## src/rtl/rsa_modexp_arbiter.sv

```systemverilog
// rsa_modexp_arbiter: round-robin sharing of one modexp engine between two ports.
// Optional WAIT watchdog with engine abort is enabled by defining RSA_ARB_TIMEOUT_EN.
module rsa_modexp_arbiter #(
    parameter int WIDTH = 64,
    parameter int TIMEOUT_CYCLES = 4096
) (
    input  logic             clk,
    input  logic             reset,
    input  logic             req0,
    input  logic [WIDTH-1:0] base0,
    input  logic [WIDTH-1:0] exp0,
    input  logic [WIDTH-1:0] mod0,
    input  logic             req1,
    input  logic [WIDTH-1:0] base1,
    input  logic [WIDTH-1:0] exp1,
    input  logic [WIDTH-1:0] mod1,
    output logic             gnt0,
    output logic             gnt1,
    output logic             done0,
    output logic             done1,
    output logic [WIDTH-1:0] result0,
    output logic [WIDTH-1:0] result1,
    output logic             err0,
    output logic             err1,
    output logic             eng_start,
    output logic [WIDTH-1:0] eng_base,
    output logic [WIDTH-1:0] eng_exp,
    output logic [WIDTH-1:0] eng_mod,
    output logic             eng_abort,
    input  logic             eng_done,
    input  logic [WIDTH-1:0] eng_result
);
    typedef enum logic [1:0] {IDLE, ISSUE, WAIT, RESP} state_t;
    state_t state, state_nx;
    logic owner, last_served, pick, timeout, finish;

    // a lone request wins outright; a tie goes to the port not served last
    assign pick = (req0 && req1) ? ~last_served : req1;
    assign finish = state == WAIT && (eng_done || timeout);

`ifdef RSA_ARB_TIMEOUT_EN
    localparam int CW = $clog2(TIMEOUT_CYCLES + 1);
    logic [CW-1:0] cnt;
    logic aborted;
    assign timeout = state == WAIT && !eng_done && cnt == CW'(TIMEOUT_CYCLES - 1);
    always_ff @(posedge clk or posedge reset) begin
        if (reset) begin
            cnt <= '0;
            aborted <= 1'b0;
            err0 <= 1'b0;
            err1 <= 1'b0;
        end else begin
            cnt <= state == WAIT ? cnt + 1'b1 : '0;
            aborted <= timeout;
            if (finish && !owner) err0 <= timeout;
            if (finish && owner) err1 <= timeout;
        end
    end
    assign eng_abort = state == RESP && aborted;
`else
    assign timeout = 1'b0;
    assign err0 = 1'b0;
    assign err1 = 1'b0;
    assign eng_abort = 1'b0;
`endif

    always_ff @(posedge clk or posedge reset) begin
        if (reset) state <= IDLE;
        else state <= state_nx;
    end

    always_comb begin
        state_nx = state == IDLE  ? ((req0 || req1) ? ISSUE : IDLE) :
                   state == ISSUE ? WAIT :
                   state == WAIT  ? (finish ? RESP : WAIT) : IDLE;
    end

    always_comb begin
        gnt0 = state == ISSUE && !owner;
        gnt1 = state == ISSUE && owner;
        done0 = state == RESP && !owner;
        done1 = state == RESP && owner;
        eng_start = state == ISSUE;
    end

    always_ff @(posedge clk or posedge reset) begin
        if (reset) begin
            owner <= 1'b0;
            last_served <= 1'b1;
            eng_base <= '0;
            eng_exp <= '0;
            eng_mod <= '0;
            result0 <= '0;
            result1 <= '0;
        end else begin
            if (state == IDLE && (req0 || req1)) begin
                owner <= pick;
                eng_base <= pick ? base1 : base0;
                eng_exp <= pick ? exp1 : exp0;
                eng_mod <= pick ? mod1 : mod0;
            end
            // a watchdog abort leaves a zero result
            if (finish && !owner) result0 <= eng_done ? eng_result : '0;
            if (finish && owner) result1 <= eng_done ? eng_result : '0;
            if (state == RESP) last_served <= owner;
        end
    end
endmodule

```

## config.mk

```make
export PLATFORM = sky130hd
export DESIGN_NAME = rsa_modexp_arbiter
export DESIGN_NICKNAME = d
export VERILOG_FILES = /design/src/rtl/rsa_modexp_arbiter.sv
export SDC_FILE = /design/constraint.sdc
export NUM_CORES = 1
export LEC_CHECK = 0
export BUFFER_PORTS_ARGS = -buffer_cell sky130_fd_sc_hd__buf_2
export CAP_MARGIN = 20
export CORE_AREA = 4 4 304 306
export CTS_CLUSTER_DIAMETER = 120
export CTS_CLUSTER_SIZE = 40
export DETAILED_ROUTE_END_ITERATION = 6
export DIE_AREA = 0 0 308 310
export PLACE_DENSITY = 0.34
export SYNTH_ARGS = -nofsm -noshare
export SYNTH_HDL_FRONTEND = slang
export SYNTH_SLANG_ARGS = --single-unit
```

## constraint.sdc

```tcl
create_clock -name clk -period 20.5 [get_ports clk]
set_clock_uncertainty 0.1 [all_clocks]
set_input_delay 2.05 -clock clk [delete_from_list [all_inputs] [get_ports clk]]
set_output_delay 2.05 -clock clk [all_outputs]
set_load 0.05 [all_outputs]
```

==> metrics.md <==
| Metric | Value |
|---|---|
| Outcome | `finished clean` |
| Initial Utilization | `15.6%` |
| Adder-cell share of the synthesized area | `0.358%` |
| Flops & latches, synth | `324` |
| Hold buffer count at CTS | `0` |
| Initial antenna violation count | `20` |
| Worst-Margin Slew | `roughly 1000 ps` |
| # fillers | `9977` |
| Number of CTS-inserted buffers | `16` |
| Sequential fraction of the synthesis area | `58.0%` |
| RSZ-0062 raised after global routing | `no` |
| Final TNS setup | `0 ps` |
| Largest net degree at the start of global routing | `137` |
| HP Start | `result1[57]` |
| Area fraction in compound gates after synthesis | `between 10 and 15%` |
| Setup Fix Bufs, Post-CTS | `0` |
| Core area | `89600 µm²` |
| Total of max-cap violations | `0` |
| Placer Congestion | `0.826` |
| Number of global-route vias before repair | `between 10000 and 15000` |
| Fin cells | `approximately 3200` |
| Lkg Pwr | `9.55 nW` |
| H-tree depth | `1` |
| Die area | `95500 µm²` |
| VDD IR max | `~0.00008 V` |
| Vias | `12803` |
| First-pass iteration count of the detailed router | `5` |
| Maximum clock rate | `0.225 GHz` |
| Layout cell share with drive strength beyond 1 | `46.3%` |
| Cells after Synth | `1342` |
| Crit path kind | `in -> reg` |
| Ports | `781` |
| Fin nets | `2511` |
| Distinct cells, synth | `25` |
| CP startpoint | `req1` |
| Routed WL | `roughly 60000 µm` |
| Synthesized area per cell | `~10 µm²` |
| Min cycle time layout | `~4400 ps` |
| First-pass GRT wire length | `87500 µm` |
| Yosys warning count | `0` |
| Slew Limit Fails | `0` |
| Clock Latency Late Sink | `550 ps` |
| PD cells | `a little over 200 nW/µm²` |
| Fin util | `21.7%` |
| Total Power | `0.00398 W` |
| # clock sinks | `324` |
| Normalized max-slew margin | `around 30%` |
| Remaining DRCs | `0` |
| Cts repair resizes | `0` |
| Dpl hpwl | `around 47000 µm` |
| Synth Area in Simple Gates | `a little over a tenth` |
| Vias per cell | `3.94` |
| Syn-to-layout area delta | `39.3%` |
| Avg WL per Cell | `19.0 µm` |
| Post-synthesis mux area share | `12.0%` |
| Row cnt | `110` |
| Critical path arrival | `4840 ps` |
| Xor/xnor cell area share of the yosys netlist | `0%` |
| Syn Std Cell Area | `14000 µm²` |
| CTS Root Buffer Type | `clkbuf_16` |
| Setup crit start kind | `input port` |
| Final setup vio count | `0` |
| CTS tree | `built` |
| Worst path required time | `20890 ps` |
| Grt ovf | `0` |
| Min-delay worst type | `reg -> reg` |
| Die width | `308 µm` |
| Worst R2R Start | `last_served` |
| Most frequent cells in the layout | `buf_2 (777), a21oi_1 (384), dfrtp_1 (323)` |
| Commonest non-fill, non-tap cell in the layout | `buf_2` |
| Clock buffer depth | `3` |
| Number of I/O port buffers | `777` |
| Final Hold Viols | `0` |
| Post-route ant nets | `0` |
| Worst-path fanout max | `between 70 and 80` |
| Largest family of logic cells by synthesized area | `compound AO/OA/AOI/OAI gates` |
| Clk slew on worst S/H paths | `130 ps` |
| CP Capture Type | `register` |
| Die Ht | `about 310 µm` |
| Final period utilization | `21.7%` |
| Placed Instances | `roughly 3200` |
| Overall routing resource usage | `11.9%` |
| Initial drt markers | `598` |
## per-layer routing
| metal | wire length [µm] | GRT usage (%) | vias to the layer above |
|---|---|---|---|
| li1 | - | - | 5927 |
| met1 | 24100 | 13.8 | 6218 |
| met2 | 30400 | 21.2 | 579 |
| met3 | 5550 | 3.85 | 67 |
| met4 | 1610 | 3.16 | 12 |
| met5 | 69 | 0 | - |
## metrics by stage
stage	setup slack [ps]	area, µm²	hold slack (ps)
after floorplan	9380	14000	467
after global placement	15450	18900	384
after detailed placement	15420	18900	388
after CTS	16070	19500	414
after global routing	15810	19500	425
final	16050	19500	410
## critical path, stage by stage
cell	delay [ps]
buf_2	140
a21bo_4	770
buf_4	780
buf_4	680
nand2_1	120
a21oi_1	160
## registers in the layout (all words and copies together) (netlist names)
| signal | flops |
|---|---|
| eng_base | 64 |
| result0 | 64 |
| owner | 1 |
| result1 | 64 |
| state | 2 |
| eng_mod | 64 |
| eng_exp | 64 |
| last_served | 1 |
## power breakdown
part | internal, W | switching [W]
Clock | 0.000171 | 0.000266
Sequential | 0.000965 | 0.000183
Combinational | 0.000592 | 0.00181
## cell families (layout without fill, tap and decap cells)
kind of cell	after synthesis	in the layout
simple gates	391	391
buf+inv	103	822
fa+ha+maj	4	4
mux	129	129
compound gates	390	390
other cells	1	13
flops	324	324
## worst paths after layout
path	end	slack, ps	cells after the start
setup / recovery	eng_base[36]	16050	6
hold / removal	result1[57]	410	1
setup reg to reg	eng_base[36]	17090	5
hold reg to reg	result1[57]	410	1
max in group asynchronous	result0[52]	16640	4
min in group asynchronous	eng_base[15]	1520	2
## cell type report
type                            instances  area, µm²  area share, %
Sequential cell                       324       8110           41.6
Antenna cell                           10       25.0          0.128
Tap cell                             1176       1470           7.55
Timing Repair Buffer                  792       4010           20.6
Clock inverter                         10        176          0.906
Multi-Input combinational cell        917       5240           26.9
Clock buffer                           17        425           2.18
Inverter                                3       18.8         0.0963
## synthesized netlist by cell type
cell / n / area [µm²]
buf_6: 4 / 45.0
a21bo_2: 1 / 10.0
conb_1: 1 / 3.75
nand2_1: 193 / 724
mux2_2: 69 / 777
ha_1: 4 / 50.1
or2_1: 1 / 6.26
o21ai_2: 1 / 8.76
and2b_1: 2 / 15.0
mux2_4: 60 / 901
a22o_1: 1 / 8.76
buf_12: 6 / 120
buf_4: 25 / 188
o21a_1: 1 / 7.51
nand3_2: 1 / 10.0
and2_1: 2 / 12.5
nor2_1: 192 / 721
a21oi_1: 384 / 1920
buf_2: 59 / 295
a21boi_2: 1 / 11.3
inv_1: 3 / 11.3
clkbuf_1: 6 / 22.5
o31ai_1: 1 / 7.51
dfstp_2: 1 / 26.3
dfrtp_1: 323 / 8080
Power figures use the tool's default switching activity.
